--- src/rtl/keypad_scanner.sv ---
// 4x4 matrix keypad scanner: column sweep, sweep-level debounce, valid/ack key report.
// Optional build macro KEYPAD_REPEAT_EN re-reports a held key every REPEAT_SCANS sweeps.
module keypad_scanner #(
    parameter logic [31:0] SCAN_TICKS     = 32'd50_000,
    parameter logic [7:0]  DEBOUNCE_SCANS = 8'd4
) (
    input  logic       clock,
    input  logic       reset_n,
    input  logic [3:0] rows,
    output logic [3:0] cols,
    output logic [3:0] key_code,
    output logic       key_valid,
    input  logic       key_ack,
    output logic       key_overrun
);

    localparam logic [1:0] ST_IDLE      = 2'd0;
    localparam logic [1:0] ST_DEB_PRESS = 2'd1;
    localparam logic [1:0] ST_PRESSED   = 2'd2;
    localparam logic [1:0] ST_DEB_REL   = 2'd3;
`ifdef KEYPAD_REPEAT_EN
    localparam logic [7:0] REPEAT_SCANS = 8'd32;
`endif

    logic [3:0]  rows_p0;
    logic [3:0]  rows_p1;
    logic [3:0]  pressed;
    logic [31:0] tick;
    logic [1:0]  col_idx;
    logic [15:0] snapshot;
    logic [15:0] sweep_snap;
    logic        col_done;
    logic        sweep_end;
    logic [4:0]  pick;
    logic        cand_vld;
    logic [3:0]  cand;
    logic        same;

    logic [1:0]  state;
    logic [1:0]  state_nxt;
    logic [7:0]  cnt;
    logic [7:0]  cnt_nxt;
    logic [3:0]  cand_reg;
    logic [3:0]  cand_nxt;
    logic        report;
    logic [3:0]  report_code;
    logic        ack_eff;
`ifdef KEYPAD_REPEAT_EN
    logic [7:0]  rpt_cnt;
    logic [7:0]  rpt_nxt;
`endif

    // Returns {exactly_one_set, index_of_set_bit}; ghosted or empty sweeps give valid=0.
    function automatic logic [4:0] pick_single(input logic [15:0] s);
        logic [4:0] r;
        int         n;
        r = '0;
        n = 0;
        for (int i = 0; i < 16; i++) begin
            if (s[i]) begin
                n++;
                r[3:0] = 4'(i);
            end
        end
        r[4] = (n == 1);
        return r;
    endfunction

    // stage p0/p1: two-flop synchronizer for the asynchronous row inputs
    always_ff @(posedge clock) begin
        rows_p0 <= rows;
        rows_p1 <= rows_p0;
    end

    assign pressed    = ~rows_p1;
    assign col_done   = (tick == SCAN_TICKS - 32'd1);
    assign sweep_end  = col_done && (col_idx == 2'd3);
    assign sweep_snap = {pressed, snapshot[11:0]};
    assign pick       = pick_single(sweep_snap);
    assign cand_vld   = pick[4];
    assign cand       = pick[3:0];
    assign same       = cand_vld && (cand == cand_reg);
    assign ack_eff    = key_ack && key_valid;

    // stage scan: column dwell counter and per-column row capture
    always_ff @(posedge clock) begin
        if (!reset_n) begin
            tick     <= '0;
            col_idx  <= 2'd0;
            cols     <= 4'b1110;
            snapshot <= '0;
        end else if (col_done) begin
            tick                        <= '0;
            col_idx                     <= col_idx + 2'd1;
            cols                        <= ~(4'b0001 << (col_idx + 2'd1));
            snapshot[{col_idx, 2'b00} +: 4] <= pressed;
        end else begin
            tick <= tick + 32'd1;
        end
    end

    always_comb begin
        state_nxt   = state;
        cnt_nxt     = cnt;
        cand_nxt    = cand_reg;
        report      = 1'b0;
        report_code = cand_reg;
`ifdef KEYPAD_REPEAT_EN
        rpt_nxt     = rpt_cnt;
`endif
        if (sweep_end) begin
            case (state)
                ST_IDLE: begin
                    if (cand_vld) begin
                        cand_nxt    = cand;
                        report_code = cand;
                        cnt_nxt     = 8'd1;
                        if (DEBOUNCE_SCANS <= 8'd1) begin
                            report    = 1'b1;
                            state_nxt = ST_PRESSED;
                            cnt_nxt   = 8'd0;
`ifdef KEYPAD_REPEAT_EN
                            rpt_nxt   = 8'd0;
`endif
                        end else begin
                            state_nxt = ST_DEB_PRESS;
                        end
                    end
                end
                ST_DEB_PRESS: begin
                    if (same) begin
                        cnt_nxt = cnt + 8'd1;
                        if (cnt_nxt >= DEBOUNCE_SCANS) begin
                            report    = 1'b1;
                            state_nxt = ST_PRESSED;
                            cnt_nxt   = 8'd0;
`ifdef KEYPAD_REPEAT_EN
                            rpt_nxt   = 8'd0;
`endif
                        end
                    end else begin
                        state_nxt = ST_IDLE;
                        cnt_nxt   = 8'd0;
                    end
                end
                ST_PRESSED: begin
                    if (!same) begin
                        if (DEBOUNCE_SCANS <= 8'd1) begin
                            state_nxt = ST_IDLE;
                            cnt_nxt   = 8'd0;
                        end else begin
                            state_nxt = ST_DEB_REL;
                            cnt_nxt   = 8'd1;
                        end
                    end else begin
`ifdef KEYPAD_REPEAT_EN
                        rpt_nxt = rpt_cnt + 8'd1;
                        if (rpt_nxt >= REPEAT_SCANS) begin
                            report  = 1'b1;
                            rpt_nxt = 8'd0;
                        end
`endif
                    end
                end
                default: begin
                    if (!same) begin
                        cnt_nxt = cnt + 8'd1;
                        if (cnt_nxt >= DEBOUNCE_SCANS) begin
                            state_nxt = ST_IDLE;
                            cnt_nxt   = 8'd0;
                        end
                    end else begin
                        // Bounce during release: back to held without a second report.
                        state_nxt = ST_PRESSED;
                        cnt_nxt   = 8'd0;
`ifdef KEYPAD_REPEAT_EN
                        rpt_nxt   = 8'd0;
`endif
                    end
                end
            endcase
        end
    end

    // stage fsm: debounce state and candidate register
    always_ff @(posedge clock) begin
        if (!reset_n) begin
            state   <= ST_IDLE;
            cnt     <= 8'd0;
`ifdef KEYPAD_REPEAT_EN
            rpt_cnt <= 8'd0;
`endif
        end else begin
            state   <= state_nxt;
            cnt     <= cnt_nxt;
`ifdef KEYPAD_REPEAT_EN
            rpt_cnt <= rpt_nxt;
`endif
        end
    end

    always_ff @(posedge clock) begin
        cand_reg <= cand_nxt;
    end

    // stage out: report/handshake; an ack in the same cycle frees the slot for the new code
    always_ff @(posedge clock) begin
        if (!reset_n) begin
            key_code    <= 4'd0;
            key_valid   <= 1'b0;
            key_overrun <= 1'b0;
        end else if (report) begin
            if (!key_valid || ack_eff) begin
                key_code    <= report_code;
                key_valid   <= 1'b1;
                key_overrun <= 1'b0;
            end else begin
                key_overrun <= 1'b1;
            end
        end else if (ack_eff) begin
            key_valid   <= 1'b0;
            key_overrun <= 1'b0;
        end
    end

endmodule

--- config.mk ---
export PLATFORM = sky130hd
export DESIGN_NAME = keypad_scanner
export DESIGN_NICKNAME = d
export VERILOG_FILES = /design/src/rtl/keypad_scanner.sv
export SDC_FILE = /design/constraint.sdc
export NUM_CORES = 1
export LEC_CHECK = 0
export CAP_MARGIN = 5
export CORE_MARGIN = 2
export CORE_UTILIZATION = 62
export DETAILED_ROUTE_END_ITERATION = 12
export PLACE_DENSITY = 0.78
export SYNTH_ARGS = -nofsm -noshare
export SYNTH_HDL_FRONTEND = slang
export SYNTH_SLANG_ARGS = --single-unit
--- constraint.sdc ---
create_clock -name clock -period 10.76 [get_ports clock]
set_input_delay 2.152 -clock clock [delete_from_list [all_inputs] [get_ports clock]]
set_output_delay 2.152 -clock clock [all_outputs]
set_load 0.03 [all_outputs]
### Word-level counts from Yosys, hierarchy flattened

Cells that the tools add are included.
W data, S select, Z words.

| cells by class | value |
|---|---|
| add/sub/neg operators | 19 |
| $lt $le $gt $ge | 1 |
| equal/unequal tests | 10 |
| shifts and indexed selects | 3 |
| multiplexer cells | 57 |
| bitwise gates (word level) | 3 |
| reduce and logical (&&, ||, !) cells | 13 |

Operator list:

| kind | number |
|---|---|
| $add A32 B2 Y32 const B | 15 |
| $mux W32 | 15 |
| $mux W4 | 17 |
| $mux W8 | 5 |
| $add A32 B1 Y32 const B | 1 |
| $eq A32 B16 Y1 const B | 1 |
| $eq A32 B2 Y1 const B | 1 |
| $pmux W8 S3 | 1 |
| $bwmux W16 | 1 |
| $shift A4 B6 Y16 const A | 1 |
| $shiftx A4 B6 Y16 | 1 |
| $mux W2 | 6 |
| $mux W1 | 11 |
| $add A8 B1 Y8 const B | 1 |
| $ge A8 B3 Y1 const B | 1 |
| $not A4 Y4 | 2 |
| $neg A4 Y6 | 1 |
| $pmux W2 S3 | 1 |
| $reduce_and A5 Y1 | 1 |
| $reduce_bool A5 Y1 | 1 |
| $eq A2 B2 Y1 const B | 2 |
| $eq A4 B4 Y1 | 1 |
| $ne A2 B2 Y1 const B | 2 |
| $reduce_and A2 Y1 | 2 |
| other kinds (13) | 15 |

| storage, ports and cells | value |
|---|---|
| register bits | 82 |
| input bits | 7 |
| output and inout bits | 10 |

### Longest topological paths before layout

| logic depth | value |
|---|---|
| depth after elaboration | 38 |
| gate-level depth with buffers | 51 |
| depth with buffers taken out | 50 |

### Worst setup path before layout

OpenSTA, ideal clock, no wires.

| path | value |
|---|---|
| kind | flip-flop to flip-flop |
| start | register snapshot[0] |
| end | register state[0] |
| data arrival time | 9173 ps |
| required time | 10673 ps |
| setup slack | 1500 ps |
| stages on the path, launching flop included | 51 |
| clock period less this slack | 9260 ps |
| cells stage by stage | dfxtp_1 > inv_1 > ha_1 > xor2_1 > ha_1 > nand2_1 > o31a_1 > inv_1 > ha_1 > mux2_2 > ha_1 > nor2b_1 > nor3b_1 > ha_1 > a22o_1 > ha_1 > mux2i_1 > a211o_1 > (+15 left out) > nor2_1 > a21oi_1 > ha_1 > mux2i_1 > inv_1 > ha_1 > nor2_1 > a21oi_1 > ha_1 > nor2_1 > nor2_1 > a21oi_1 > o2111ai_2 > or4_1 > nand3_1 > clkbuf_1 > o211ai_1 > o31ai_1 |

| between the ends | value |
|---|---|
| longest elaborated chain between the ends | 35 |
| elaborated cells on any way between the ends | 41 |
| classes of those cells | add/sub (15); eq/ne (4); mux (19); reduce/logical (3) |

RTL lines:

| element | line | text |
|---|---|---|
| start: declaration | 30 | `logic [15:0] snapshot;` |
| start signal: indexed assignment | 96 | `snapshot[{col_idx, 2'b00} +: 4] <= pressed;` |
| $mux W1 (*) | 60 | `if (s[i]) begin` |
| $add A32 B2 Y32 | 61 | `n++;` |
| $mux W32 (*) | 60 |  |
| $add A32 B2 Y32 | 61 |  |
| $mux W32 (*) | 60 |  |
| $add A32 B2 Y32 | 61 |  |
| $mux W32 (*) | 60 |  |
| $add A32 B2 Y32 | 61 |  |
| (+19 left out) | - |  |
| $add A32 B2 Y32 | 61 |  |
| $mux W32 (*) | 60 |  |
| $add A32 B2 Y32 | 61 |  |
| $mux W32 (*) | 60 |  |
| $eq A32 B2 Y1 (*) | 65 | `r[4] = (n == 1);` |
| $logic_and A1 B1 Y1 | 82 | `assign same = cand_vld && (cand == cand_reg);` |
| $ne A3 B3 Y1 (no line), or another cell as far along | - |  |
| $reduce_and A5 Y1 (no line) or $pmux W2 S3 (tied branches) | - |  |
| end signal: assignment | 194 | `state <= state_nxt;` |
| end: declaration | 39 | `logic [1:0] state;` |

Every way passes the cells marked *; elsewhere a longest branch is shown, timed or not.
A chain may end at the register's enable or synchronous reset.

==> results.yml <==
power_and_ir_drop:
  p_leak_uw: 0.00218
  p_comb_frac: 0.045
  ir_drop_uv: 115
  p_int_uw: 440
  p_sw_frac: 0.218
  seq_power_share: 0.524
  total_power_uw: 563
  clockPowerShare: 0.431
  power_per_cell_area_nw_per_um2: 97.4
  power.switching_uw: 123
status:
  status: "finished, final reports clean"
floorplanning:
  die_w_um: 96.6
  io_pins: 17
  die_area_um2: 9330
  die_h_um: 96.6
  core-area_um2: 8260
  row_count: 33
  initial_core_util: 0.644
yosys:
  syn_avg_cell_area_um2: 8.44
  ys_warn_count: 0
  synthTopCellsByArea: "dfxtp_1 (29%), ha_1 (6.4%), xnor2_1 (5.9%)"
  yosysSeqAreaShare: 0.294
  yosysTopAreaCellShare: 0.294
  ys_ff_latch: 78
  synthesis.nets: 664
  syn_area_um2: 5320
  synth_most_common_cell: "dfxtp_1"
  synth_common_cells: "dfxtp_1 (78), nor2_1 (72), nand2_1 (54), nand3_1 (36), xnor2_1 (36)"
  ys.flop_type: "dfxtp_1"
  synth_edf_count: 0
  syn_inst: 630
  synth_cell_type_count: 77
  async_flop_share: 0
  synth_largest_area_cell: "dfxtp_1"
hold_path:
  hp-start: "rows_p0[0]"
  whs_path_depth: 0
  holdPathEnd: "rows_p1[0]"
  hold_class: "reg -> reg"
critical_path:
  r2r_cells: 49
  r2r_start: "snapshot[0]"
  path_max_fanout: 7
  r2r_slack_ns: 0.67
  start_kind: "flip-flop"
  crit_top_cell: "ha_1"
  crit_path_end_kind: "flip-flop"
  critPathArrivalTime_ns: 10.34
  worst_path_largest_cell_delay_ns: 0.39
  worstPathRequired_ns: 11.00
  critPathKind: "reg -> reg"
  crit_path_top_delay_cell: "or3b_1"
clocking:
  clock_sinks: 78
  cts.path.max_buffers: 2
  clock_latency_ns: 0.34
  ctsHoldBuffers: 0
  tritoncts: "yes"
  htreeDepth: 3
  cts.clk_slew.worst_paths_ns: 0.08
  root_buffer: "clkbuf_8"
  cts_buffers: 9
drt:
  routedWlPerCell_um: 13.7
  dr.pass1.iters: 4
  drc: 0
  drtIter0Drc: 164
  route.vias.total: 4264
  via_per_inst: 5.74
  drt-total-wl_um: 10200
  drtAntennaViolNets: 0
global_routing:
  grt_overflow: 0
  antenna_found_initial: 0
  grt_pass1_wl_um: 18000
  grt_usage: 0.224
  grt_pass1_vias: 4168
  grt_max_degree: 43
final_layout:
  regMostFlops: "tick"
  diodes: 0
  seq_area_um2: 1560
  nFillCells: 682
  drive_above_1_share: 0.0925
  multi_input_area_um2: 3590
  final_cells: 743
  largest_reg_flops: 32
  final_nets: 667
  syn_to_final_growth_pct: 8.73
  top_regs: "tick x32, snapshot x12, cnt x8"
  finish.instance_area_um2: 5780
placed_design:
  placedInstanceArea_um2: 5510
  place.port_buffers: 16
  dpl.cell_count: 725
  gp_congestion: 0.845
  dp_hpwl_um: 7660
timing:
  setup_viol: 0
  layout_min_cycle_time_ns: 10.09
  max_slew.worst_pin.slew_ns: 1.25
  min_period_over_period: 0.938
  max_freq_ghz: 0.0991
  hold_violations: 0
  slew_viol_final: 0
  finalClockSkew_ns: 0.00920
  relSlewSlack: 0.167
run:
  max_cap_violations: 0
## routing by layer
| metal | vias up | part of all wire | track usage |
|---|---|---|---|
| met5 | - | 0 | 0 |
| met4 | 0 | 0.015 | 0.0748 |
| met3 | 14 | 0.021 | 0.0303 |
| met2 | 48 | 0.49 | 0.395 |
| met1 | 2006 | 0.47 | 0.283 |
| li1 | 2196 | - | - |
## power groups by stage
stage	sequential (uW)	combinational (uW)	clock [uW]
CTS	295	23.9	248
detailed placement	302	23.8	0
global route	296	28.3	259
finish	295	25.3	243
global placement	301	22.7	0
floorplan	299	19.9	0
## placed cells by master, fill, tap and decap left out, drive strengths merged, types with 4 or more instances in the layout
cell type,count
mux2,8
nor3,8
nor2b,23
nand2b,8
mux2i,20
a21oi,17
xnor3,5
nor4,8
clkdlybuf4s50,16
a21o,5
o31a,4
nand4,6
or3,10
and3,17
and2,12
o31ai,5
o211ai,7
dfxtp,78
and4,8
o21ai,24
nand3,37
xor2,24
nand2,54
clkbuf,11
nor2,73
nand3b,4
xnor2,43
ha,27
nor3b,4
inv,25
## critical path, delay by kind of cell (launching register included)
kind,cells,cell delay [ns]
simple gates,11,1.68
xor+xnor,3,0.58
fa+ha+maj,14,4.03
flops,1,0.36
mux,6,1.16
compound gates,10,1.73
buf+inv,5,0.42
## logic make-up (layout without fill, tap and decap cells)
kind of cell             Yosys count  count (layout)  share of synthesized area
multiplexers                      29              29                     0.0588
AO/OA/AOI/OAI                     88              88                      0.111
XOR/XNOR                          72              72                      0.149
flip-flops                        78              78                      0.294
buffers and inverters             51              59                     0.0384
AND/OR/NAND/NOR                  284             284                      0.283
adder cells (fa/ha/maj)           28              28                     0.0654
## through the flow
step / hold slack, ns / worst slack [ns] / utilization / TNS (ns)
after global placement: 0.310 / 1.09 / 0.667 / 0
after CTS: 0.334 / 0.523 / 0.694 / 0
after global routing: 0.346 / -0.0110 / 0.700 / -0.0206
final: 0.331 / 0.668 / 0.700 / 0
after floorplan: 0.310 / 1.50 / - / 0
after detailed placement: 0.314 / 0.564 / 0.667 / 0
## worst max-delay path by stage
stage | start | end | slack, ns | cells after the start
floorplan | snapshot[0] | state[0] | 1.50 | 50
global placement | snapshot[0] | cnt[0] | 1.09 | 49
detailed placement | snapshot[0] | flip-flop | 0.56 | 49
CTS | snapshot[0] | flip-flop | 0.52 | 49
global route | snapshot[0] | state[0] | -0.01 | 49
finish | snapshot[0] | flip-flop | 0.67 | 49
## timing repair
action                     CTS  global route
setup endpoints to repair    0            19
setup buffers                0             2
resized for setup            0             7
## area by class of cell
class	count	area share
inverters	24	0.0156
repair buffers	19	0.0316
clock buffers	11	0.0245
well taps	105	0.0227
multi-input cells	501	0.621
clock inverters	5	0.0141
flip-flops and latches	78	0.270
No activity file was read; power rests on OpenSTA's default activity.
